<file path="src/rtl/clock_mode_ctrl_pkg.sv">
// Shared definitions for the HH:MM:SS clock mode controller.
//   mode_t          : 2-bit mode encoding, also driven on o_mode
//   SEC/MIN/HOUR_MAX: last legal value of each time field
//   SEC/MIN/HOUR_W  : bit width of each time field
//   next_mode()     : button-driven mode rotation RUN->SET_SEC->SET_MIN->SET_HOUR->RUN
package clock_mode_ctrl_pkg;

  typedef enum logic [1:0] {
    MODE_RUN      = 2'd0,
    MODE_SET_SEC  = 2'd1,
    MODE_SET_MIN  = 2'd2,
    MODE_SET_HOUR = 2'd3
  } mode_t;

  localparam int SEC_MAX  = 59;
  localparam int MIN_MAX  = 59;
  localparam int HOUR_MAX = 23;

  localparam int SEC_W  = 6;
  localparam int MIN_W  = 6;
  localparam int HOUR_W = 5;

  function automatic mode_t next_mode(input mode_t cur);
    mode_t nxt;
    case (cur)
      MODE_RUN:      nxt = MODE_SET_SEC;
      MODE_SET_SEC:  nxt = MODE_SET_MIN;
      MODE_SET_MIN:  nxt = MODE_SET_HOUR;
      default:       nxt = MODE_RUN;
    endcase
    return nxt;
  endfunction

endpackage

</file>
<file path="src/rtl/clock_mode_ctrl_wrap_cnt.sv">
// wrap_cnt: one time-field counter that rolls over to 0 after MAX.
//   clk    : system clock
//   rst    : asynchronous active-high reset, clears the count
//   i_inc  : advance the count by one on this edge
//   o_val  : current count, registered
//   o_wrap : high when i_inc will roll the count back to 0 (carry to the next field)
module wrap_cnt #(
  parameter int WIDTH = 6,
  parameter int MAX   = 59
) (
  input  logic             clk,
  input  logic             rst,
  input  logic             i_inc,
  output logic [WIDTH-1:0] o_val,
  output logic             o_wrap
);

  logic at_max;

  // ">=" rather than "==" so an out-of-range value returns to 0 on its next increment.
  assign at_max = (o_val >= WIDTH'(MAX));
  assign o_wrap = i_inc & at_max;

  always_ff @(posedge clk or posedge rst) begin
    if (rst) begin
      o_val <= '0;
    end else if (i_inc) begin
      o_val <= at_max ? '0 : o_val + 1'b1;
    end
  end

endmodule

</file>
<file path="src/rtl/clock_mode_ctrl.sv">
// clock_mode_ctrl: RUN/SET mode controller and time keeper for a six-digit HH:MM:SS display.
//   clk     : system clock
//   rst     : asynchronous active-high reset
//   i_tick  : 1 Hz single-cycle tick
//   i_mode  : debounced mode button pulse
//   i_inc   : debounced increment button pulse
//   o_sec   : seconds 0..59
//   o_min   : minutes 0..59
//   o_hour  : hours 0..23
//   o_mode  : current mode (see table)
//   o_blank : per-digit blank mask, [1:0] sec, [3:2] min, [5:4] hour
//
// state         | meaning
// MODE_RUN      | time advances on i_tick, i_inc ignored
// MODE_SET_SEC  | time frozen, i_inc bumps seconds, seconds digits blink
// MODE_SET_MIN  | time frozen, i_inc bumps minutes, minutes digits blink
// MODE_SET_HOUR | time frozen, i_inc bumps hours, hours digits blink
module clock_mode_ctrl
  import clock_mode_ctrl_pkg::*;
#(
  parameter int BLINK_DIV   = 25000000,
  parameter int TIMEOUT_SEC = 10
) (
  input  logic              clk,
  input  logic              rst,
  input  logic              i_tick,
  input  logic              i_mode,
  input  logic              i_inc,
  output logic [SEC_W-1:0]  o_sec,
  output logic [MIN_W-1:0]  o_min,
  output logic [HOUR_W-1:0] o_hour,
  output logic [1:0]        o_mode,
  output logic [5:0]        o_blank
);

  localparam int BLINK_W = (BLINK_DIV > 1) ? $clog2(BLINK_DIV) : 1;
  localparam int TMO_W   = (TIMEOUT_SEC > 1) ? $clog2(TIMEOUT_SEC + 1) : 1;

  mode_t              mode_q, mode_d;
  logic               mode_chg;
  logic               timeout_hit;
  logic [TMO_W-1:0]   tmo_cnt;
  logic [BLINK_W-1:0] blink_cnt_q, blink_cnt_d;
  logic               phase_q, phase_d;
  logic [5:0]         blank_d;

  logic run_tick, edit;
  logic sec_inc, min_inc, hour_inc;
  logic sec_wrap, min_wrap, hour_wrap;

  // ---------------- mode FSM: state register ----------------
  always_ff @(posedge clk or posedge rst) begin
    if (rst) begin
      mode_q <= MODE_RUN;
    end else begin
      mode_q <= mode_d;
    end
  end

  // A timeout tick that coincides with an i_inc does not fire: the press restarts the timer.
  assign timeout_hit = (mode_q != MODE_RUN) && i_tick && !i_inc &&
                       (tmo_cnt >= TMO_W'(TIMEOUT_SEC - 1));

  // ---------------- mode FSM: next state ----------------
  always_comb begin
    mode_d = mode_q;
    if (i_mode) begin
      mode_d = next_mode(mode_q);
    end else if (timeout_hit) begin
      mode_d = MODE_RUN;
    end
  end

  assign mode_chg = (mode_d != mode_q);

  // ---------------- blink divider (next value) ----------------
  always_comb begin
    blink_cnt_d = blink_cnt_q;
    phase_d     = phase_q;
    if (mode_chg) begin
      blink_cnt_d = '0;
      phase_d     = 1'b0;
    end else if (blink_cnt_q >= BLINK_W'(BLINK_DIV - 1)) begin
      blink_cnt_d = '0;
      phase_d     = ~phase_q;
    end else begin
      blink_cnt_d = blink_cnt_q + 1'b1;
    end
  end

  always_ff @(posedge clk or posedge rst) begin
    if (rst) begin
      blink_cnt_q <= '0;
      phase_q     <= 1'b0;
    end else begin
      blink_cnt_q <= blink_cnt_d;
      phase_q     <= phase_d;
    end
  end

  // ---------------- mode FSM: outputs ----------------
  // The mask is built from next-state values so the registered o_blank lines up with o_mode.
  always_comb begin
    blank_d = '0;
    case (mode_d)
      MODE_SET_SEC:  blank_d[1:0] = {2{phase_d}};
      MODE_SET_MIN:  blank_d[3:2] = {2{phase_d}};
      MODE_SET_HOUR: blank_d[5:4] = {2{phase_d}};
      default:       blank_d      = '0;
    endcase
  end

  always_ff @(posedge clk or posedge rst) begin
    if (rst) begin
      o_blank <= '0;
    end else begin
      o_blank <= blank_d;
    end
  end

  assign o_mode = mode_q;

  // ---------------- timeout counter ----------------
  always_ff @(posedge clk or posedge rst) begin
    if (rst) begin
      tmo_cnt <= '0;
    end else if (i_mode || i_inc || mode_chg || (mode_q == MODE_RUN)) begin
      tmo_cnt <= '0;
    end else if (i_tick) begin
      tmo_cnt <= tmo_cnt + 1'b1;
    end
  end

  // ---------------- carry / increment steering ----------------
  // In SET modes a tick never reaches the counters; an edit loses to a same-edge mode press.
  assign run_tick = (mode_q == MODE_RUN) && i_tick;
  assign edit     = i_inc && !i_mode;

  assign sec_inc  = run_tick || (edit && (mode_q == MODE_SET_SEC));
  assign min_inc  = (run_tick && sec_wrap) || (edit && (mode_q == MODE_SET_MIN));
  assign hour_inc = (run_tick && sec_wrap && min_wrap) || (edit && (mode_q == MODE_SET_HOUR));

  wrap_cnt #(.WIDTH(SEC_W), .MAX(SEC_MAX)) u_sec (
    .clk    (clk),
    .rst    (rst),
    .i_inc  (sec_inc),
    .o_val  (o_sec),
    .o_wrap (sec_wrap)
  );

  wrap_cnt #(.WIDTH(MIN_W), .MAX(MIN_MAX)) u_min (
    .clk    (clk),
    .rst    (rst),
    .i_inc  (min_inc),
    .o_val  (o_min),
    .o_wrap (min_wrap)
  );

  // Hour wrap has nothing to carry into; kept only to complete the counter interface.
  wrap_cnt #(.WIDTH(HOUR_W), .MAX(HOUR_MAX)) u_hour (
    .clk    (clk),
    .rst    (rst),
    .i_inc  (hour_inc),
    .o_val  (o_hour),
    .o_wrap (hour_wrap)
  );

  logic unused_ok;
  assign unused_ok = hour_wrap;

endmodule

</file>
<file path="config.mk">
export PLATFORM = sky130hd
export DESIGN_NAME = clock_mode_ctrl
export DESIGN_NICKNAME = d
export VERILOG_FILES = /design/src/rtl/clock_mode_ctrl_pkg.sv /design/src/rtl/clock_mode_ctrl_wrap_cnt.sv /design/src/rtl/clock_mode_ctrl.sv
export SDC_FILE = /design/constraint.sdc
export NUM_CORES = 1
export LEC_CHECK = 0
export ABC_AREA = 0
export BUFFER_PORTS_ARGS = -buffer_cell sky130_fd_sc_hd__buf_2
export CAP_MARGIN = 25
export CORE_MARGIN = 10
export CORE_UTILIZATION = 40
export CTS_BUF_LIST = sky130_fd_sc_hd__clkbuf_8
export CTS_CLUSTER_SIZE = 14
export DETAILED_ROUTE_END_ITERATION = 10
export GPL_TIMING_DRIVEN = 1
export PLACE_DENSITY = 0.68
export SYNTH_ARGS = -nofsm -noshare
export SYNTH_HDL_FRONTEND = slang
export SYNTH_SLANG_ARGS = --single-unit
</file>
<file path="constraint.sdc">
create_clock -name clk -period 2.5 [get_ports clk]
set_input_delay 0.375 -clock clk [delete_from_list [all_inputs] [get_ports clk]]
set_output_delay 0.375 -clock clk [all_outputs]
set_load 0.02 [all_outputs]
</file>
# Word-level counts from Yosys, hierarchy flattened
# Cells that the tools add are included.
[classes]
add_sub_neg = 5
order_cmp = 5
eq_ne = 7
mux = 15
bitwise = 3
n_reduce_logical = 21
[ops]
columns = ["op", "count"]
rows = [
  ["two-way mux 25 bit", 2],
  ["adder 25 x 1 -> 25 bit (second input constant)", 1],
  ["greater-or-equal comparator 25 bit (second input constant)", 1],
  ["adder 6 x 1 -> 6 bit (second input constant)", 2],
  ["greater-or-equal comparator 6 bit (second input constant)", 2],
  ["two-way mux 6 bit", 2],
  ["logical AND 1 bit", 10],
  ["two-way mux 2 bit", 5],
  ["== test 2 bit (second input constant)", 4],
  ["two-way mux 4 bit", 2],
  ["logical OR 1 bit", 6],
  ["one-hot mux 2 bit (3 select lines)", 1],
  ["adder 5 x 1 -> 5 bit (second input constant)", 1],
  ["greater-or-equal comparator 5 bit (second input constant)", 1],
  ["two-way mux 5 bit", 1],
  ["adder 4 x 1 -> 4 bit (second input constant)", 1],
  ["== test 2 x 1 -> 1 bit (second input constant)", 2],
  ["greater-or-equal comparator 4 bit (second input constant)", 1],
  ["nonzero test 2 bit", 2],
  ["bitwise AND 1 bit", 2],
  ["zero test 1 bit", 2],
  ["zero test 2 bit", 1],
  ["two-way mux 1 bit", 2],
  ["inequality test 2 bit", 1],
  ["NOT 1 bit", 1],
]
[totals]
reg_bits = 55
inputBits = 5
out_inout_bits = 25
word_cells = 64

# Depth between registers and ports, before layout
# Gate-level depths: netlist (run 1).
[logic_depth]
depth_word = 10
ltp_mapped = 9
depth_no_buf = 7

# By module
# Synthesis (run 1) repeated with hierarchy kept, for this count alone.
[hier_totals]
hier_cells = 292
hier_area_um2 = 2942.8
[by_module_without_submodules]
columns = ["mod", "n_inst", "cells_per_inst", "area_per_inst_um2", "seq_area_each_um2"]
rows = [
  ["clock_mode_ctrl", 1, 200, 2057.0, 875.8],
  ["wrap_cnt at u_min ...", 2, 30, 304.0, 150.1],
  ["wrap_cnt at u_hour", 1, 32, 277.8, 125.1],
]

# Worst setup path before layout (run 1)
# OpenSTA, ideal clock, no wires.
[synth_timing]
path_kind = "reg-to-reg"
startpoint = "register mode_q[1], in the netlist o_mode[1]"
endpoint = "register blink_cnt_q[17]"
setup_time_ps = 119
arrival_time_ps = 2185
required_ps = 2381
path_slack_ps = 196
path_stages_with_launch = 9
path_buffers = 2
synth_period_minus_slack_ps = 2304
path_cell_list = "dfrtp_1 -> inv_1 -> ha_1 -> buf_2 -> or4_4 -> o31a_1 -> o31ai_4 -> buf_8 -> nor2_1"
[synth_between]
elab_chain_len = 8
elab_cells_between_ends = 12
classes_between = "3 x eq/ne; 4 x mux; 5 x reduce/logical"
[synth_rtl]
columns = ["item", "line", "rtl"]
rows = [
  ["start: declaration", "clock_mode_ctrl.sv:39", "mode_t mode_q, mode_d;"],
  ["start signal: assignment", "clock_mode_ctrl.sv:56", "mode_q <= mode_d;"],
  ["nonzero test 2 bit", "clock_mode_ctrl.sv:61", "assign timeout_hit = (mode_q != MODE_RUN) && i_tick && !i_inc &&"],
  ["logical AND 1 bit (3 in a row)", "clock_mode_ctrl.sv:61", ""],
  ["two-way mux 2 bit", "clock_mode_ctrl.sv:69", "end else if (timeout_hit) begin"],
  ["two-way mux 2 bit", "clock_mode_ctrl.sv:67", "if (i_mode) begin"],
  ["inequality test 2 bit *", "clock_mode_ctrl.sv:74", "assign mode_chg = (mode_d != mode_q);"],
  ["two-way mux 25 bit *", "clock_mode_ctrl.sv:80", "if (mode_chg) begin"],
  ["net blink_cnt_d[17]", "clock_mode_ctrl.sv:43", "logic [BLINK_W-1:0] blink_cnt_q, blink_cnt_d;"],
  ["end signal: assignment", "clock_mode_ctrl.sv:96", "blink_cnt_q <= blink_cnt_d;"],
  ["end: declaration", "clock_mode_ctrl.sv:43", ""],
]
# The timed path passes the listed nets; every way through them passes the cells marked *.
# A chain may end at the register's enable or synchronous reset.

# Final worst setup path (run 1)
[layout_timing]
startpoint = "register tmo_cnt[0]"
endpoint = "register blink_cnt_q[7]"
[layout_between]
elab_chain_len = 6
[layout_rtl]
columns = ["item", "line", "rtl"]
rows = [
  ["start: declaration", "clock_mode_ctrl.sv:42", "logic [TMO_W-1:0] tmo_cnt;"],
  ["start signal: assignment", "clock_mode_ctrl.sv:130", "tmo_cnt <= tmo_cnt + 1'b1;"],
  ["greater-or-equal comparator 4 bit", "clock_mode_ctrl.sv:62", "(tmo_cnt >= TMO_W'(TIMEOUT_SEC - 1));"],
  ["logical AND 1 bit", "clock_mode_ctrl.sv:61", ""],
  ["two-way mux 2 bit", "clock_mode_ctrl.sv:69", ""],
  ["two-way mux 2 bit", "clock_mode_ctrl.sv:67", ""],
  ["inequality test 2 bit", "clock_mode_ctrl.sv:74", ""],
  ["two-way mux 25 bit", "clock_mode_ctrl.sv:80", ""],
  ["net blink_cnt_d[7]", "clock_mode_ctrl.sv:43", ""],
]
# The timed path passes the listed nets, and every way through them passes these cells.

==> flow_summary.toml, run 1 <==
[outcome]
status = "complete, no violations"

[cells_and_area]
layout_common_cells = "52 x dfrtp_1, 38 x nor2_1, 29 x buf_2, 19 x nand2_1, 18 x nand3_1"
multi_input_area_um2 = 1384
antennaDiodeCount = 0
final_common_cell = "dfrtp_1"
final_cell_area_um2 = 3171
nFillCells = 649
drive_above_1_share_pct = 17.03
syn2layout_area_growth_pct = 12.82
regArea_um2 = 1301
nets = 338

[synthesis]
synth.distinct_cells = 48
synth_area_um2 = 2810
ys.flop_type = "dfrtp_1"
yosysWarnings = 0
synthAdderAreaFrac_pct = 4.898
synthSimpleGateAreaFrac_pct = 21.55
syn_inst = 287
synth_edf_count = 0
synth_area_per_cell_um2 = 9.792
ys_ff_latch = 52
synthMuxAreaShare_pct = 1.870
synth_top_family_by_area = "simple AND/OR/NAND/NOR gates"
seq_area_frac_synth_pct = 46.30
synth_compound_area_share_pct = 12.82
synth_xor_area_share_pct = 8.103
syn_nets = 303
synthArstFlopShare_pct = 100.0

[placement]
gp_congestion = 0.8410
io_buffers = 29
hpwl_mm = 3.851
place_area_um2 = 3059
pre_cts_ws_ps = 308.0

[routing]
via_per_inst = 5.146
wl_per_cell_um = 12.63
antenna_left = 0
drt_iter0_markers = 99
dr.pass1.iters = 4
via_count = 2156
drc = 0
wirelength_mm = 5.291

[timing]
finalHoldViolations = 0
rsz0062_at_grt = "no"
tightest_slew_ps = 863.9
min_period_ps = 2212
slew_headroom_pct = 42.41
fin_ws_ps = 288.2
clock-skew-final_ps = 4.923
period_share_pct = 88.47
drv_slew = 0
hold-worst-slack_ps = 235.7
setup-violations-final = 0
tns_ps = 0
max_freq_mhz = 452.1

[cts]
ctsLongestPathBuffers = 2
htreeDepth = 2
clk_pin_slew_ps = 90
cts_buffers = 5
clock-sinks = 52
cts_tree = "done"
cts_setup_buffers = 0
hold_buffers = 0
insertion_delay_ps = 300
ctsResizeCount = 0
root_buffer = "clkbuf_8"

[power_and_ir_drop]
leakage_nw = 1.516
p_per_area_nw_per_um2 = 878.6
ir_drop_v = 0.0006318
finalPower_mw = 2.786

[setup_path]
r2r_slack_ps = 290
crit_type = "register to register"
slowest_stage = "dfrtp_1"
rr_worst_depth = 8
path_cells = "inv_1 -> ha_1 -> nor3b_1 -> or4_4 -> o31a_1 -> o31ai_4 -> buf_4 -> nor2_1"
worstPathRequired_ps = 2690
critical_path_arrival_ps = 2400
crit_path_end_kind = "register"
cp-start-kind = "register"
cp_max_fo = 24
slowest_delay_ps = 440

[die]
die_h_um = 103.8
ios = 30
die_w_um = 103.8
initial_utilization_pct = 41.36
dieArea_um2 = 10780
num_rows = 30
core_area_um2 = 6794

[flow_run]
cap_viol_max_count = 0

[grt]
grt_use_total_pct = 10.09
gr-total-overflow = 0
grt_pass1_wl_mm = 9.411
grt_pass1_vias = 2102
antenna_found_initial = 0
grt_max_degree = 53

[hold_path]
hp-class = "input pin to async pin"
state kept, by name (all words and copies together), names as in the netlist:
register,count
u_hour.o_val,5
u_sec.o_val,6
o_mode,2
phase_q,1
blink_cnt_q,25
tmo_cnt,4
o_blank,3
u_min.o_val,6
worst max-delay path: cells and delay by family (launching register included):
family | cells | cell delay, ps
buffers and inverters | 2 | 370
AND/OR/NAND/NOR | 3 | 670
adder cells (fa/ha/maj) | 1 | 190
flip-flops | 1 | 440
AO/OA/AOI/OAI | 2 | 430
final cells by class:
| class | instances | area share, % |
|---|---|---|
| Clock buffer | 5 | 2.170 |
| Clock inverter | 3 | 1.342 |
| Inverter | 13 | 1.539 |
| Multi-Input combinational cell | 213 | 43.65 |
| Sequential cell | 52 | 41.04 |
| Tap cell | 96 | 3.788 |
| Timing Repair Buffer | 37 | 6.472 |
per-stage QoR:
| stage | utilization, % | std cells |
|---|---|---|
| floorplan | - | 287 |
| global placement | 45.03 | 411 |
| detailed placement | 45.03 | 411 |
| CTS | 46.67 | 419 |
| global route | 46.67 | 419 |
| finish | 46.67 | 419 |
power by group:
group | switching [mW] | leakage (nW) | internal (mW) | total, mW
Sequential | 0.166 | 0.693 | 0.983 | 1.15
Clock | 0.274 | 0.0541 | 0.296 | 0.571
Combinational | 0.648 | 0.769 | 0.417 | 1.07
cell usage after synthesis (2+ instances only):
library cell	number	area [um2]
dfrtp_1	52	1301
buf_8	2	30.03
nor3b_1	2	15.01
nand2b_1	2	12.51
nor2b_1	5	31.28
nand4_1	6	37.54
a22o_1	2	17.52
a21o_1	3	22.52
xnor2_1	10	87.58
o31ai_1	4	30.03
mux2_2	2	22.52
o21a_1	2	15.01
nor2_1	38	142.6
o2111a_1	2	22.52
ha_1	11	137.6
nor4_1	3	18.77
nand2_1	19	71.32
xor2_1	16	140.1
o211a_1	2	20.02
a21oi_1	7	35.03
clkbuf_1	2	7.510
o21ai_0	15	75.07
a31oi_1	3	18.77
inv_1	13	48.80
o31a_1	2	17.52
mux2i_1	3	30.03
and3_1	8	50.05
nor3_1	11	55.05
buf_4	3	22.52
and2_1	2	12.51
nand3_1	18	90.09
path summary, 6_finish.rpt:
kind	startpoint	to
max in group asynchronous	rst	blink_cnt_q[4]
worst min register to register	blink_cnt_q[0]	blink_cnt_q[0]
min in group clk	i_mode	o_mode[1]
worst max register to register	tmo_cnt[0]	blink_cnt_q[7]
worst max-delay path	tmo_cnt[0]	blink_cnt_q[7]
worst min-delay path	rst	o_blank[1]
logic make-up after synthesis:
| logic type | count (synthesis) |
|---|---|
| flops | 52 |
| compound gates | 51 |
| mux | 5 |
| buf+inv | 22 |
| xor+xnor | 26 |
| simple gates | 120 |
| fa+ha+maj | 11 |
per-layer routing:
layer	track usage, %	part of all wire (%)
met3	2.664	4.5
met2	17.16	49
met4	4.374	1.2
met1	11.65	46
met5	0	0
(Power assumes the default switching activity.)
==> inputs of run 2 (changes only) <==
Settings changed: RECOVER_POWER set to 100.
==> flow_summary.toml, run 2 (same netlist as run 1, synthesis figures left out) <==
[die]
die_h_um = 103.8
num_rows = 30
dieArea_um2 = 10780
initial_utilization_pct = 41.36
ios = 30
die_w_um = 103.8
core_area_um2 = 6794

[routing]
drc = 0
wirelength_mm = 5.309
dr.pass1.iters = 4
drt_iter0_markers = 79
antenna_left = 0
via_count = 2150
wl_per_cell_um = 12.67
via_per_inst = 5.131

[grt]
grt_pass1_vias = 2102
antenna_found_initial = 0
grt_pass1_wl_mm = 9.411
grt_max_degree = 53
gr-total-overflow = 0
grt_use_total_pct = 10.09

[timing]
clock-skew-final_ps = 4.301
hold-worst-slack_ps = 370.1
slew_headroom_pct = 16.55
min_period_ps = 2251
finalHoldViolations = 0
tightest_slew_ps = 1252
drv_slew = 0
period_share_pct = 90.02
tns_ps = 0
rsz0062_at_grt = "no"
max_freq_mhz = 444.3
setup-violations-final = 0

[cts]
clk_pin_slew_ps = 90
root_buffer = "clkbuf_8"
htreeDepth = 2
insertion_delay_ps = 300
ctsLongestPathBuffers = 2
cts_setup_buffers = 0
cts_tree = "done"
clock-sinks = 52
ctsResizeCount = 0
hold_buffers = 0
cts_buffers = 5

[hold_path]
hp-class = "input pin to register"

[setup_path]
critical_path_arrival_ps = 2440
cp_max_fo = 24
worstPathRequired_ps = 2690
cp-start-kind = "register"
crit_path_end_kind = "register"
crit_type = "register to register"

[cells_and_area]
largest_reg_flops = 25
syn2layout_area_growth_pct = 11.09
final_common_cell = "dfrtp_1"
antennaDiodeCount = 0
final_cell_area_um2 = 3122
utilization_pct = 45.95
reg_top3 = "blink_cnt_q: 25 flops, u_min.o_val: 6 flops, u_sec.o_val: 6 flops"
nets = 338
regMostFlops = "blink_cnt_q"
drive_above_1_share_pct = 7.740
layout_common_cells = "52 x dfrtp_1, 38 x nor2_1, 28 x clkbuf_1, 19 x nand2_1, 18 x nand3_1"

[placement]
gp_congestion = 0.8410
place_area_um2 = 3059
io_buffers = 29
hpwl_mm = 3.851

[power_and_ir_drop]
p_per_area_nw_per_um2 = 877.9
finalPower_mw = 2.740
ir_drop_v = 0.0006199
leakage_nw = 1.416

[outcome]
status = "complete, no violations"

[flow_run]
cap_viol_max_count = 0
run 2: cell count changes in the layout (fill, tap and decap cells not counted):
cell and change:
buf_2 -25, buf_4 -4, or4_4 -1, inv_1 +1, inv_2 -1, clkbuf_1 +28
clkbuf_2 +1, or4_1 +1
run 2: routing by layer:
metal,track usage (%),part of all wire [%],vias to the layer above,wire length (um)
met4,4.374,1.2,0,63
li1,-,-,1075,-
met3,2.664,3.5,5,186
met1,11.65,45,1037,2415
met5,0,0,-,0
met2,17.16,50,33,2642
run 2: where the power goes:
part	total (mW)	internal (mW)	switching (mW)
Sequential	1.15	0.983	0.170
Clock	0.569	0.296	0.273
Combinational	1.02	0.371	0.648
Total	2.74	1.65	1.09
run 2: worst paths after layout:
check	startpoint	endpoint	slack, ps	cells past startpoint
hold / removal	i_mode	o_mode[1]	370	2
setup reg to reg	tmo_cnt[0]	blink_cnt_q[7]	250	8
hold reg to reg	blink_cnt_q[0]	blink_cnt_q[0]	520	1
min in group asynchronous	rst	o_mode[1]	470	3
setup / recovery	tmo_cnt[0]	blink_cnt_q[7]	250	8
max in group asynchronous	rst	blink_cnt_q[23]	1280	3
run 2: area by class of cell:
class	instances	area (um2)
inverters	13	48.80
well taps	96	120.1
fillers	666	3672
repair buffers	37	160.2
clock inverters	3	42.54
flip-flops and latches	52	1301
clock buffers	5	68.82
multi-input cells	213	1380
run 2: worst max-delay path: stages, from the launching register on:
cell and delay [ps]:
dfrtp_1 440, inv_1 70, ha_1 190, nor3b_1 140, or4_1 480, o31a_1 370, o31ai_4 70, buf_4 290
nor2_1 90
run 2: stage by stage:
stage          setup WS [ps]  cells
4_1_cts                287.9    419
3_3_place_gp           372.8    411
5_1_grt                104.6    419
3_5_place_dp           308.0    411
6_report               249.4    419
2_1_floorplan          196.2    287
==> inputs of run 3 (changes only) <==
Settings changed: ABC_AREA 0 to 1.
==> flow_summary.toml, run 3 <==
[placement]
pre_cts_ws_ps = 553.0
io_buffers = 29
hpwl_mm = 4.769
dp.cells = 505
gp_congestion = 0.8214

[die]
ios = 30
die_h_um = 106.6
die_w_um = 106.6
initial_utilization_pct = 41.31
dieArea_um2 = 11350
core_area_um2 = 7253
num_rows = 31

[cts]
cts_tree = "done"
root_buffer = "clkbuf_8"
ctsLongestPathBuffers = 2
ctsResizeCount = 0
htreeDepth = 2
clk_pin_slew_ps = 100
cts_setup_buffers = 0
insertion_delay_ps = 320
cts_buffers = 5
hold_buffers = 0
clock-sinks = 52

[synthesis]
synthArstFlopShare_pct = 100.0
syn_inst = 382
synth.distinct_cells = 30
yosysWarnings = 0
netlist_top_cells_count = "78 x nor2_1, 73 x nand2_1, 52 x dfrtp_1"
synth_edf_count = 0
ys.flop_type = "dfrtp_1"
synth_area_per_cell_um2 = 7.845
yosysMostFrequentCell = "nor2_1"
yosysTopAreaCellShare_pct = 43.42
yosys-top-cells-area = "dfrtp_1 43%, nor2_1 9.8%, nand2_1 9.1%, inv_1 6.1%, xor2_1 4.7%"
ys_ff_latch = 52
yosysTopAreaCell = "dfrtp_1"
synth_area_um2 = 2997
seq_area_frac_synth_pct = 43.42
syn_nets = 398

[grt]
grt_max_degree = 30
antenna_found_initial = 0
grt_use_total_pct = 11.28
grt_pass1_vias = 2439
grt_pass1_wl_mm = 10.64
gr-total-overflow = 0

[cells_and_area]
layout_common_cells = "79 x nor2_1, 76 x nand2_1, 52 x dfrtp_1, 50 x inv_1, 28 x nand3_1"
final_common_cell = "nor2_1"
syn2layout_area_growth_pct = 10.27
final_cell_count_no_fill = 513
drive_above_1_share_pct = 6.763
antennaDiodeCount = 0
largest_reg_flops = 25
regMostFlops = "blink_cnt_q"
reg_top3 = "blink_cnt_q: 25 flops, u_min.o_val: 6 flops, u_sec.o_val: 6 flops"
nets = 429

[timing]
finalHoldViolations = 0
tns_ps = 0
min_period_ps = 2044
tightest_slew_ps = 1004
fin_ws_ps = 456.2
rsz0062_at_grt = "no"
drv_slew = 0
clock-skew-final_ps = 14.33
slew_headroom_pct = 33.01
period_share_pct = 81.75
setup-violations-final = 0
max_freq_mhz = 489.3

[flow_run]
cap_viol_max_count = 0

[setup_path]
rr_worst_depth = 11
r2r-start = "o_mode[1]"
path_cells = "inv_1 -> ha_1 -> nor2_1 -> nor2_1 -> inv_1 -> o22ai_1 -> inv_1 -> nand2_1 -> nor2_1 -> nand2_4 -> nor2_1"
r2r-end = "blink_cnt_q[6]"
cp_max_fo = 25
cp-start-kind = "register"
crit_path_end_kind = "register"
critical_path_arrival_ps = 2270
crit_type = "register to register"
worstPathRequired_ps = 2730
r2r_slack_ps = 460
slowest_delay_ps = 470
cpMostUsedCell = "nor2_1"
slowest_stage = "dfrtp_1"

[routing]
drt_iter0_markers = 90
via_count = 2444
dr.pass1.iters = 4
drc = 0
wl_per_cell_um = 12.13
antenna_left = 0
via_per_inst = 4.764
wirelength_mm = 6.225

[power_and_ir_drop]
ir_drop_v = 0.0006140
p_per_area_nw_per_um2 = 830.0
leakage_nw = 1.539

[hold_path]
hp-class = "input pin to async pin"

[outcome]
status = "complete, no violations"
run 3: final cells by class:
class	count	area [um2]
Tap cell	99	123.9
Timing Repair Buffer	30	133.9
Clock buffer	6	82.58
Sequential cell	52	1301
Clock inverter	2	38.79
Fill cell	760	3949
Inverter	51	191.4
Multi-Input combinational cell	273	1433
run 3: through the flow:
stage          hold WS (ps)  power, mW  util, %  cell area [um2]
5_1_grt               365.2      2.951    45.56             3304
4_1_cts               117.3      2.824    46.20             3351
3_3_place_gp          449.1      2.151    44.52             3229
2_1_floorplan         448.8      1.929        -             2997
3_5_place_dp          467.3      2.201    44.52             3229
6_report              281.8      2.743    45.56             3304
run 3: worst max-delay path by stage:
stage	from	end	slack (ps)	depth (start not counted)
finish	o_mode[1]	blink_cnt_q[6]	460	11
global route	o_mode[0]	blink_cnt_q[6]	200	11
global placement	o_mode[1]	blink_cnt_q[23]	660	11
floorplan	o_mode[0]	blink_cnt_q[11]	680	11
CTS	o_mode[1]	blink_cnt_q[6]	520	11
detailed placement	o_mode[0]	blink_cnt_q[6]	550	11
run 3: where the power goes:
group / internal (mW) / total (mW) / switching (mW)
registers: 0.988 / 1.15 / 0.164
clock network: 0.328 / 0.626 / 0.298
logic: 0.272 / 0.965 / 0.693
total: 1.59 / 2.74 / 1.16
run 3: routing by layer:
layer	vias to the layer above	routed length, um	track usage [%]	part of all wire, %
met4	0	78	3.578	1.3
met5	-	0	0	0
met1	1141	3045	13.51	49
met3	6	281	3.925	4.5
met2	33	2819	18.55	45
li1	1264	-	-	-
run 3: cells by family (layout without fill, tap and decap cells):
group / after synthesis / count (layout) / share of synthesized area [%]
buf+inv: 57 / 89 / 8.267
flops: 52 / 52 / 43.42
compound gates: 26 / 26 / 5.011
simple gates: 215 / 215 / 32.57
fa+ha+maj: 11 / 11 / 4.593
xor+xnor: 21 / 21 / 6.138
run 3: critical path: cells and delay by family, from the launching register on:
kind	cells	cell delay, ps
buffers and inverters	3	300
flip-flops	1	470
adder cells (fa/ha/maj)	1	240
AND/OR/NAND/NOR	6	870
AO/OA/AOI/OAI	1	80
